--- src/rtl/qspi_pkg.sv ---
// Shared types and derived constants for the QSPI nibble front end.
package qspi_pkg;

  typedef enum logic [2:0] {
    IDLE,
    RX_HDR,
    RX_ADDR,
    RX_DATA,
    TURN,
    TX
  } state_e;

  function automatic int npw(input int dw);
    return dw / 4;
  endfunction

  function automatic int read_bit(input int dw);
    return dw - 1;
  endfunction

endpackage

--- src/rtl/qspi_nibble_phy_if.sv ---
// Pin-side bus and word-side stream signals of the QSPI nibble PHY.
interface qspi_nibble_phy_if #(
  parameter int DW = 16
);

  logic          qspi_cs_n;
  logic [3:0]    qspi_io_in;
  logic [3:0]    qspi_io_out;
  logic          qspi_io_oe;
  logic [DW-1:0] mosi;
  logic          mosi_valid;
  logic [DW-1:0] miso;
  logic          miso_valid;
  logic          tx_underflow;
  logic          tx_overflow;
  logic          frame_active;

  modport master (
    output qspi_cs_n, qspi_io_in, miso, miso_valid,
    input  qspi_io_out, qspi_io_oe, mosi, mosi_valid,
    input  tx_underflow, tx_overflow, frame_active
  );

  modport slave (
    input  qspi_cs_n, qspi_io_in, miso, miso_valid,
    output qspi_io_out, qspi_io_oe, mosi, mosi_valid,
    output tx_underflow, tx_overflow, frame_active
  );

endinterface

--- src/rtl/qspi_txq.sv ---
// Return-word FIFO; an empty queue forwards a same-cycle push straight to the pop.
module qspi_txq
  import qspi_pkg::*;
#(
  parameter int DW = 16,
  parameter int AW = 2
) (
  input  logic          clk,
  input  logic          rst,
  input  logic          flush_i,
  input  logic          push_i,
  input  logic [DW-1:0] push_data_i,
  input  logic          pop_i,
  output logic [DW-1:0] pop_data_o,
  output logic          full_o,
  output logic          empty_o
);

  localparam int DEPTH = 1 << AW;

  logic [DW-1:0] mem_q [DEPTH];
  logic [AW-1:0] wr_q, rd_q;
  logic [AW:0]   cnt_q;
  logic          bypass, do_push, do_pop;

  assign empty_o    = (cnt_q == '0);
  assign full_o     = (cnt_q == (AW+1)'(DEPTH));
  assign bypass     = empty_o && push_i && pop_i;
  assign do_pop     = pop_i && !empty_o && !flush_i;
  assign do_push    = push_i && (!full_o || pop_i) && !bypass && !flush_i;
  assign pop_data_o = !empty_o ? mem_q[rd_q] : (push_i ? push_data_i : '0);

  always_ff @(posedge clk or posedge rst) begin
    if (rst) begin
      wr_q  <= '0;
      rd_q  <= '0;
      cnt_q <= '0;
    end else if (flush_i) begin
      wr_q  <= '0;
      rd_q  <= '0;
      cnt_q <= '0;
    end else begin
      if (do_push) wr_q <= wr_q + 1'b1;
      if (do_pop)  rd_q <= rd_q + 1'b1;
      cnt_q <= cnt_q + (AW+1)'(do_push) - (AW+1)'(do_pop);
    end
  end

  always_ff @(posedge clk) begin
    if (do_push) mem_q[wr_q] <= push_data_i;
  end

endmodule

--- src/rtl/qspi_nibble_phy.sv ---
// QSPI pin front end: nibble deserializer, read-frame turnaround and nibble serializer.
module qspi_nibble_phy
  import qspi_pkg::*;
#(
  parameter int DW           = 16,
  parameter int ADDR_WORDS   = 2,
  parameter int DUMMY_CYCLES = 4,
  parameter int TXQ_AW       = 2
) (
  input logic              clk,
  input logic              rst,
  qspi_nibble_phy_if.slave bus
);

  localparam int NPW      = npw(DW);
  localparam int READ_BIT = read_bit(DW);
  localparam int NCW      = (NPW > 1) ? $clog2(NPW) : 1;
  localparam int ACW      = $clog2(ADDR_WORDS + 1);
  localparam int TCW      = $clog2(DUMMY_CYCLES + 1);

  state_e         state_q, state_d;
  logic [DW-5:0]  rx_sr_q, rx_sr_d;
  logic [NCW-1:0] nib_q, nib_d, txnib_q, txnib_d;
  logic [ACW-1:0] addr_q, addr_d;
  logic [TCW-1:0] turn_q, turn_d;
  logic [DW-1:0]  tx_sr_q, tx_sr_d, mosi_q, mosi_d;
  logic [3:0]     io_out_q, io_out_d;
  logic           is_read_q, is_read_d, mosi_valid_q, mosi_valid_d;
  logic           io_oe_q, io_oe_d, under_q, under_d, over_q, over_d;

  logic [DW-1:0]  rx_word, q_data;
  logic           abort, q_push, q_pop, q_full, q_empty, q_overflow;

  assign rx_word    = {rx_sr_q, bus.qspi_io_in};
  assign abort      = bus.qspi_cs_n && (state_q != IDLE);
  assign q_push     = bus.miso_valid && (state_q != IDLE);
  assign q_pop      = !abort &&
                      (((state_q == TURN) && (turn_q == TCW'(DUMMY_CYCLES - 1))) ||
                       ((state_q == TX)   && (txnib_q == NCW'(NPW - 1))));
  assign q_overflow = q_push && q_full && !q_pop && !abort;

  qspi_txq #(.DW(DW), .AW(TXQ_AW)) u_txq (
    .clk        (clk),
    .rst        (rst),
    .flush_i    (abort),
    .push_i     (q_push),
    .push_data_i(bus.miso),
    .pop_i      (q_pop),
    .pop_data_o (q_data),
    .full_o     (q_full),
    .empty_o    (q_empty)
  );

  always_comb begin
    state_d      = state_q;
    rx_sr_d      = rx_sr_q;
    nib_d        = nib_q;
    addr_d       = addr_q;
    turn_d       = turn_q;
    tx_sr_d      = tx_sr_q;
    txnib_d      = txnib_q;
    is_read_d    = is_read_q;
    mosi_d       = mosi_q;
    mosi_valid_d = 1'b0;
    io_out_d     = io_out_q;
    io_oe_d      = io_oe_q;
    under_d      = under_q;
    over_d       = over_q | q_overflow;

    // A pop both starts the next word on the pins and refills the shift register.
    if (q_pop) begin
      io_out_d = q_data[DW-1 -: 4];
      tx_sr_d  = q_data << 4;
      txnib_d  = '0;
      io_oe_d  = 1'b1;
      if (q_empty && !q_push) under_d = 1'b1;
    end

    unique case (state_q)
      IDLE: begin
        if (!bus.qspi_cs_n) begin
          rx_sr_d   = rx_word[DW-5:0];
          nib_d     = NCW'(1);
          addr_d    = '0;
          turn_d    = '0;
          is_read_d = bus.qspi_io_in[READ_BIT - (DW - 4)];
          under_d   = 1'b0;
          over_d    = 1'b0;
          state_d   = RX_HDR;
        end
      end
      RX_HDR, RX_ADDR, RX_DATA: begin
        rx_sr_d = rx_word[DW-5:0];
        if (nib_q == NCW'(NPW - 1)) begin
          nib_d        = '0;
          mosi_d       = rx_word;
          mosi_valid_d = 1'b1;
          if (state_q == RX_HDR) begin
            state_d = is_read_q ? RX_ADDR : RX_DATA;
          end else if (state_q == RX_ADDR) begin
            if (addr_q == ACW'(ADDR_WORDS - 1)) state_d = TURN;
            else                                addr_d  = addr_q + 1'b1;
          end
        end else begin
          nib_d = nib_q + 1'b1;
        end
      end
      TURN: begin
        if (q_pop) state_d = TX;
        else       turn_d  = turn_q + 1'b1;
      end
      TX: begin
        if (!q_pop) begin
          io_out_d = tx_sr_q[DW-1 -: 4];
          tx_sr_d  = tx_sr_q << 4;
          txnib_d  = txnib_q + 1'b1;
        end
      end
      default: state_d = IDLE;
    endcase

    // Deselect mid-frame drops any partial word and releases the bus at once.
    if (abort) begin
      state_d      = IDLE;
      nib_d        = '0;
      mosi_d       = mosi_q;
      mosi_valid_d = 1'b0;
      io_oe_d      = 1'b0;
      io_out_d     = '0;
    end
  end

  always_ff @(posedge clk or posedge rst) begin
    if (rst) begin
      state_q      <= IDLE;
      rx_sr_q      <= '0;
      nib_q        <= '0;
      addr_q       <= '0;
      turn_q       <= '0;
      tx_sr_q      <= '0;
      txnib_q      <= '0;
      is_read_q    <= 1'b0;
      mosi_q       <= '0;
      mosi_valid_q <= 1'b0;
      io_out_q     <= '0;
      io_oe_q      <= 1'b0;
      under_q      <= 1'b0;
      over_q       <= 1'b0;
    end else begin
      state_q      <= state_d;
      rx_sr_q      <= rx_sr_d;
      nib_q        <= nib_d;
      addr_q       <= addr_d;
      turn_q       <= turn_d;
      tx_sr_q      <= tx_sr_d;
      txnib_q      <= txnib_d;
      is_read_q    <= is_read_d;
      mosi_q       <= mosi_d;
      mosi_valid_q <= mosi_valid_d;
      io_out_q     <= io_out_d;
      io_oe_q      <= io_oe_d;
      under_q      <= under_d;
      over_q       <= over_d;
    end
  end

  assign bus.qspi_io_out  = io_out_q;
  assign bus.qspi_io_oe   = io_oe_q;
  assign bus.mosi         = mosi_q;
  assign bus.mosi_valid   = mosi_valid_q;
  assign bus.tx_underflow = under_q;
  assign bus.tx_overflow  = over_q;
  assign bus.frame_active = (state_q != IDLE);

endmodule

--- src/flat_wrapper.sv ---
// flat-port wrapper written by rule: the top's interface ports become plain ports
module qspi_nibble_phy_flat import qspi_pkg::*;
#(
  parameter int DW           = 16,
  parameter int ADDR_WORDS   = 2,
  parameter int DUMMY_CYCLES = 4,
  parameter int TXQ_AW       = 2
)
  (clk, rst, bus_qspi_cs_n, bus_qspi_io_in, bus_miso, bus_miso_valid, bus_qspi_io_out, bus_qspi_io_oe, bus_mosi, bus_mosi_valid, bus_tx_underflow, bus_tx_overflow, bus_frame_active);
  qspi_nibble_phy_if #(.DW(DW)) bus_i ();
  input logic clk;
  input logic rst;
  input wire logic [$bits(bus_i.qspi_cs_n)-1:0] bus_qspi_cs_n;
  input wire logic [$bits(bus_i.qspi_io_in)-1:0] bus_qspi_io_in;
  input wire logic [$bits(bus_i.miso)-1:0] bus_miso;
  input wire logic [$bits(bus_i.miso_valid)-1:0] bus_miso_valid;
  output wire logic [$bits(bus_i.qspi_io_out)-1:0] bus_qspi_io_out;
  output wire logic [$bits(bus_i.qspi_io_oe)-1:0] bus_qspi_io_oe;
  output wire logic [$bits(bus_i.mosi)-1:0] bus_mosi;
  output wire logic [$bits(bus_i.mosi_valid)-1:0] bus_mosi_valid;
  output wire logic [$bits(bus_i.tx_underflow)-1:0] bus_tx_underflow;
  output wire logic [$bits(bus_i.tx_overflow)-1:0] bus_tx_overflow;
  output wire logic [$bits(bus_i.frame_active)-1:0] bus_frame_active;
  assign bus_i.qspi_cs_n = bus_qspi_cs_n;
  assign bus_i.qspi_io_in = bus_qspi_io_in;
  assign bus_i.miso = bus_miso;
  assign bus_i.miso_valid = bus_miso_valid;
  assign bus_qspi_io_out = bus_i.qspi_io_out;
  assign bus_qspi_io_oe = bus_i.qspi_io_oe;
  assign bus_mosi = bus_i.mosi;
  assign bus_mosi_valid = bus_i.mosi_valid;
  assign bus_tx_underflow = bus_i.tx_underflow;
  assign bus_tx_overflow = bus_i.tx_overflow;
  assign bus_frame_active = bus_i.frame_active;
  qspi_nibble_phy #(.DW(DW), .ADDR_WORDS(ADDR_WORDS), .DUMMY_CYCLES(DUMMY_CYCLES), .TXQ_AW(TXQ_AW)) u_core (.clk(clk), .rst(rst), .bus(bus_i));
endmodule
--- config.mk ---
export PLATFORM = sky130hd
export DESIGN_NAME = qspi_nibble_phy_flat
export DESIGN_NICKNAME = d
export VERILOG_FILES = /design/src/rtl/qspi_pkg.sv /design/src/rtl/qspi_nibble_phy_if.sv /design/src/rtl/qspi_txq.sv /design/src/rtl/qspi_nibble_phy.sv /design/src/flat_wrapper.sv
export SDC_FILE = /design/constraint.sdc
export NUM_CORES = 1
export LEC_CHECK = 0
export ABC_AREA = 1
export CAP_MARGIN = 30
export CORE_AREA = 3 3 133 122
export DETAILED_ROUTE_END_ITERATION = 10
export DIE_AREA = 0 0 136 125
export GPL_TIMING_DRIVEN = 0
export MAX_ROUTING_LAYER = met4
export RECOVER_POWER = 25
export SKIP_CTS_REPAIR_TIMING = 1
export SYNTH_ARGS = -nofsm -noshare
export SYNTH_HDL_FRONTEND = slang
export SYNTH_SLANG_ARGS = --single-unit
--- constraint.sdc ---
create_clock -name clk -period 3 [get_ports clk]
set_clock_uncertainty 0.15 [all_clocks]
set_input_delay 0.6 -clock clk [delete_from_list [all_inputs] [get_ports clk]]
set_output_delay 0.6 -clock clk [all_outputs]
set_load 0.01 [all_outputs]
**After elaboration in Yosys (flattened, before gate mapping)**

Memories as Yosys holds them, arrays and structs flattened.
Index checks and enable logic that the tools add are counted.

- Bits in writable memories: 64
- Flip-flop bits (word level): 72
- Output and inout bits: 25
- Memories kept: 1
- Input bits: 24

- $add $sub $neg: 8
- Reduce and logical (&&, ||, !) cells: 41
- Muxes and demuxes: 54
- Equal/unequal tests: 22
- Bitwise gates (word level): 3

Memories:

| name | words | width | read ports | clocked after Yosys merged registers in | wr ports | RTL line | RTL |
|---|---|---|---|---|---|---|---|
| u_core.u_txq.mem_q | 4 | 16 | 1 | 0 | 1 | qspi_txq.sv:21 | `logic [DW-1:0] mem_q [DEPTH];` |

Operator list:

| cell | number |
|---|---|
| $mux 16 | 5 |
| $mux 2 | 15 |
| $mux 3 | 10 |
| $pmux 12 s2 | 1 |
| $logic_and 1x1->1 | 16 |
| $mux 4 | 4 |
| $mux 1 | 14 |
| $mux 12 | 1 |
| $pmux 3 s4 | 1 |
| $reduce_and 6->1 | 2 |
| $add 2x1->2 const B | 5 |
| $reduce_bool 2->1 | 5 |
| $eq 3x2->1 const B | 3 |
| $eq 3x3->1 const B | 3 |
| $ne 2x2->1 const B | 4 |
| $ne 4x1->1 const B | 2 |
| $pmux 2 s2 | 2 |
| $logic_not 1->1 | 6 |
| $logic_not 3->1 | 2 |
| $ne 2x1->1 const B | 3 |
| $ne 3x1->1 const B | 2 |
| $pmux 3 s2 | 1 |
| $reduce_and 2->1 | 3 |
| $reduce_and 3->1 | 2 |
| 12 further kinds | 16 |

**Logic depth before layout (Yosys ltp)**

- Depth after elaboration: 11
- Depth in mapped cells: 15
- Depth with buffers taken out: 15

**Cells and area by module**

From an unflattened synthesis, not the netlist that was laid out.

- Cell total of the unflattened synthesis: 629
- Area, all modules: 6203.4 µm²

By module, submodules not included:

| module | cells each | area each (µm²) | instances | seq. area each (µm²) |
|---|---|---|---|---|
| qspi_txq | 283 | 3149.3 | 1 | 2097.0 |
| qspi_nibble_phy | 346 | 3054.2 | 1 | 1626.6 |

**Worst setup path after synthesis**

OpenSTA, ideal clock, no wires.

- Kind: register to register
- Start point: register u_core.turn_q[0]
- End point: register u_core.u_txq.cnt_q[2]
- Required time: 2.729 ns
- Path slack: 0.386 ns
- Stages on the path, launching flop included: 16
- Library setup time: 0.121 ns
- Buffers on the path: 0
- Data arrival time: 2.343 ns
- Cells stage by stage: dfrtp_1 > ha_1 > ha_1 > nand3_1 > nand2_1 > nand2_2 > nand2_1 > nand2_1 > nand3_2 > ha_1 > inv_1 > ha_1 > inv_1 > fa_1 > xor2_1 > nor2_1

- Longest elaborated chain between the ends: 11
- Elaborated cells between the ends (all ways): 15

Ends and longest elaborated chain:

| element | RTL line | RTL |
|---|---|---|
| start, declared | qspi_nibble_phy.sv:25 | `logic [TCW-1:0] turn_q, turn_d;` |
| start signal, assigned | qspi_nibble_phy.sv:154 | `turn_q <= turn_d;` |
| $eq 3x2->1 * | qspi_nibble_phy.sv:38 | `(((state_q == TURN) && (turn_q == TCW'(DUMMY_CYCLES - 1))) \|\|` |
| $logic_and 1x1->1 * | qspi_nibble_phy.sv:38 |  |
| $logic_or 1x1->1 * | qspi_nibble_phy.sv:38 |  |
| $logic_and 1x1->1 * | qspi_nibble_phy.sv:37 | `assign q_pop = !abort &&` |
| $logic_or 1x1->1 or $logic_and 1x1->1 (tied branches) | qspi_txq.sv:30, qspi_txq.sv:28 |  |
| $logic_and 1x1->1 or $logic_not 1->1 (tied branches) | qspi_txq.sv:30 | `assign do_push = push_i && (!full_o \|\| pop_i) && !bypass && !flush_i;` |
| $logic_and 1x1->1 (2 in series) | qspi_txq.sv:30 |  |
| $add 3x1->3 | qspi_txq.sv:45 | `cnt_q <= cnt_q + (AW+1)'(do_push) - (AW+1)'(do_pop);` |
| $sub 3x1->3 * | qspi_txq.sv:45 |  |
| $mux 3 * | qspi_txq.sv:38 | `end else if (flush_i) begin` |
| end signal, assigned | qspi_txq.sv:45 |  |
| end, declared | qspi_txq.sv:23 | `logic [AW:0] cnt_q;` |

Every way passes the cells marked *; elsewhere a longest branch is shown, timed or not.
A chain may end at the register's enable or synchronous reset.

**Worst setup path in the final report**

Same ends and word-level chain as after synthesis.

==> impl_metrics.json <==
{
  "status": "complete, but fails checks",
  "violations": "max-capacitance violations, max-slew violations",
  "synth_top_area_share_pct": 32.41,
  "power.density_nw_per_um2": 894.5,
  "wl_mm": 13.37,
  "drtIter0Drc": 187,
  "routedWlPerCell_um": 15.28,
  "clk_latency_ps": 410,
  "drive_above_1_share_pct": 11.67,
  "die_h_um": 125,
  "fillers": 1386,
  "critical-path-slowest-cell": "dfrtp_1",
  "synthTopCellsByCount": "nand2_1, dfrtp_1, edfxtp_1",
  "cts_made_buffers": 17,
  "dieArea_um2": 17000,
  "crit_path_start_kind": "flip-flop",
  "synth_flop_cell": "dfrtp_1",
  "multi_input_area_um2": 1894,
  "cpMostUsedCell": "ha_1",
  "peakVddDrop_mv": 0.4345,
  "start_util_pct": 40.02,
  "die-width_um": 136,
  "power.leakage_uw": 0.003172,
  "wl_met3_um": 605,
  "via_per_inst": 4.957,
  "synth.cell_area_um2": 5931,
  "relSlewSlack_pct": -18.71,
  "ys_seq_area_share_pct": 62.78,
  "netlist_top_cells_area": "edfxtp_1, dfrtp_1, nand2_1",
  "portBuffers": 48,
  "hold_class": "flip-flop to flip-flop",
  "max_stage_delay_ps": 390,
  "antenna_found_initial": 0,
  "cap_violations": 1,
  "fin_tns_setup_ps": 0,
  "worstPathMaxFanout": 5,
  "hold_viol": 0,
  "tightest_slew_ps": 1781,
  "post-place-ws_ps": -289.4,
  "end_kind": "flip-flop",
  "cts.sinks": 136,
  "crit_type": "flip-flop to flip-flop",
  "synth.distinct_cells": 35,
  "fin_area_um2": 7358,
  "wl_met1_mm": 6.106,
  "netlist_instances": 591,
  "tritoncts": "yes",
  "yosysWarnings": 0,
  "grt_pass1_wl_mm": 22.30,
  "area_delta_synth_final_pct": 24.07,
  "cts_root_buf": "clkbuf_16",
  "grt.overflow.total": 0,
  "hpwl_mm": 9.201,
  "cts_max_level": 4,
  "clock_path_buffers": 2,
  "drc": 0,
  "vias": 4337,
  "layout.cells.non_filler": 875,
  "holdWs_ps": 321.0,
  "r2r-start": "u_core.turn_q[0]",
  "rsz0062_at_grt": "no",
  "clk_pin_slew_ps": 50,
  "antennaDiodeCount": 0,
  "top_layer_used": "met4",
  "async_reset_ff_share_pct": 52.94,
  "fmax_mhz": 359.0,
  "ant_nets": 0,
  "grt_max_degree": 73,
  "rows": 42,
  "firstDrtPassIters": 7,
  "required_ps": 3190,
  "slew_violations": 73,
  "io_pins": 49,
  "synth_edf_count": 64,
  "dp_cells": 842,
  "syn_area_per_cell_um2": 10.04,
  "yosysMostFrequentCell": "nand2_1",
  "core_um2": 14820,
  "fin_nets": 700,
  "finalWeightedCongestion": 0.8596,
  "layout_setup_ws_ps": 214.2,
  "fin_crit_sh_pct": 92.86,
  "synth-seq-cells": 136,
  "hp-start": "u_core.bus.mosi[13]",
  "grt_pass1_vias": 4369,
  "placed_cell_area_um2": 6759,
  "yosys.area.top_type": "edfxtp_1",
  "setup.worst_path.start": "u_core.turn_q[0]",
  "wl_met2_mm": 6.380,
  "seq_area_um2": 3724,
  "synth.net_count": 627,
  "finalCriticalPeriod_ps": 2786,
  "cp.arrival_ps": 2980,
  "path_cells": "ha_1 -> ha_1 -> nand3_1 -> nand2_2 -> nand2_4 -> nand2_1 -> nand2_2 -> nand3_4 -> ha_1 -> inv_1 -> ha_1 -> inv_1 -> fa_1 -> xor2_1 -> nor2_1",
  "grt.total_usage_pct": 17.30,
  "setup_viol": 0
}
==> layout make-up <==
cell class                      count  share of cell area [%]
Sequential cell                   136                   50.60
Multi-Input combinational cell    373                   25.74
Timing Repair Buffer               54                   7.516
Clock buffer                       20                   5.934
Tap cell                          198                   3.367
Inverter                           58                   3.010
Clock inverter                     12                   2.125
Buffer                             24                   1.700
==> through the flow <==
step                total power (uW)  utilization, %
CTS                             6638           49.61
floorplan                       3786               -
detailed placement              4504           45.61
finish                          6582           49.65
global route                    7001           49.65
global placement                4405           44.93
==> worst paths after layout <==
kind	end	slack [ps]	cells past startpoint
max reg2reg	u_core.u_txq.cnt_q[2]	210	15
max	u_core.u_txq.cnt_q[2]	210	15
max in group asynchronous	u_core.is_read_q	500	3
min in group asynchronous	u_core.bus.mosi[0]	1100	3
min	u_core.bus.mosi[13]	320	2
min reg2reg	u_core.bus.mosi[13]	320	2
==> sequential cells by signal, indices dropped and copies added, names as in the netlist, 2 cells and up <==
signal                  count
u_core.u_txq.wr_q           2
u_core.nib_q                2
u_core.state_q              3
u_core.tx_sr_q             16
u_core.u_txq.cnt_q          3
u_core.txnib_q              2
u_core.addr_q               2
u_core.bus.qspi_io_out      4
u_core.bus.mosi            16
u_core.u_txq.mem_q         64
u_core.turn_q               3
u_core.rx_sr_q             12
u_core.u_txq.rd_q           2
==> metal layers <==
metal,global-route usage (%),vias to the layer above
li1,-,2119
met1,22.24,2101
met2,26.42,93
met3,4.578,24
met4,6.402,0
met5,-,-
==> cell families (layout without fill, tap and decap cells) <==
family | Yosys count | count (layout) | synth area share (%)
simple gates | 262 | 262 | 18.86
buf+inv | 82 | 168 | 5.823
flops | 136 | 136 | 62.78
compound gates | 96 | 96 | 9.430
fa+ha+maj | 12 | 12 | 2.658
xor+xnor | 3 | 3 | 0.4431
==> report_power, final <==
part	internal [uW]	leakage (uW)	switching (uW)	total [uW]
registers	2420	0.00151	235	2660
clock network	1370	0.000294	738	2110
logic	727	0.00137	1090	1810
==> critical path, delay by kind of cell (launching register included) <==
| family | cells | cell delay (ps) |
|---|---|---|
| AND/OR/NAND/NOR | 7 | 700 |
| XOR/XNOR | 1 | 170 |
| flip-flops | 1 | 390 |
| adder cells (fa/ha/maj) | 5 | 1200 |
| buffers and inverters | 2 | 100 |
==> cell usage in the layout (no fill, tap or decap), types with 2 or more instances in the layout <==
cell	instances
o22ai_1	7
bufinv_16	4
inv_1	52
nor2_1	42
buf_2	10
o2111ai_1	4
clkbuf_16	17
nand2_1	144
o21ai_0	53
clkdlybuf4s50_1	42
buf_8	4
nor2_2	5
nor3_1	5
xor2_1	2
nand4_1	4
clkbuf_1	13
clkinv_1	5
nand3_1	49
dlygate4sd3_1	6
nor2_4	3
buf_4	3
nand2_2	4
edfxtp_1	64
dfrtp_1	72
inv_2	2
buf_6	2
ha_1	11
clkinv_2	5
a21oi_1	14
o21ai_2	11
or2_2	2
a21boi_0	3
No activity file was read; power rests on OpenSTA's default activity.
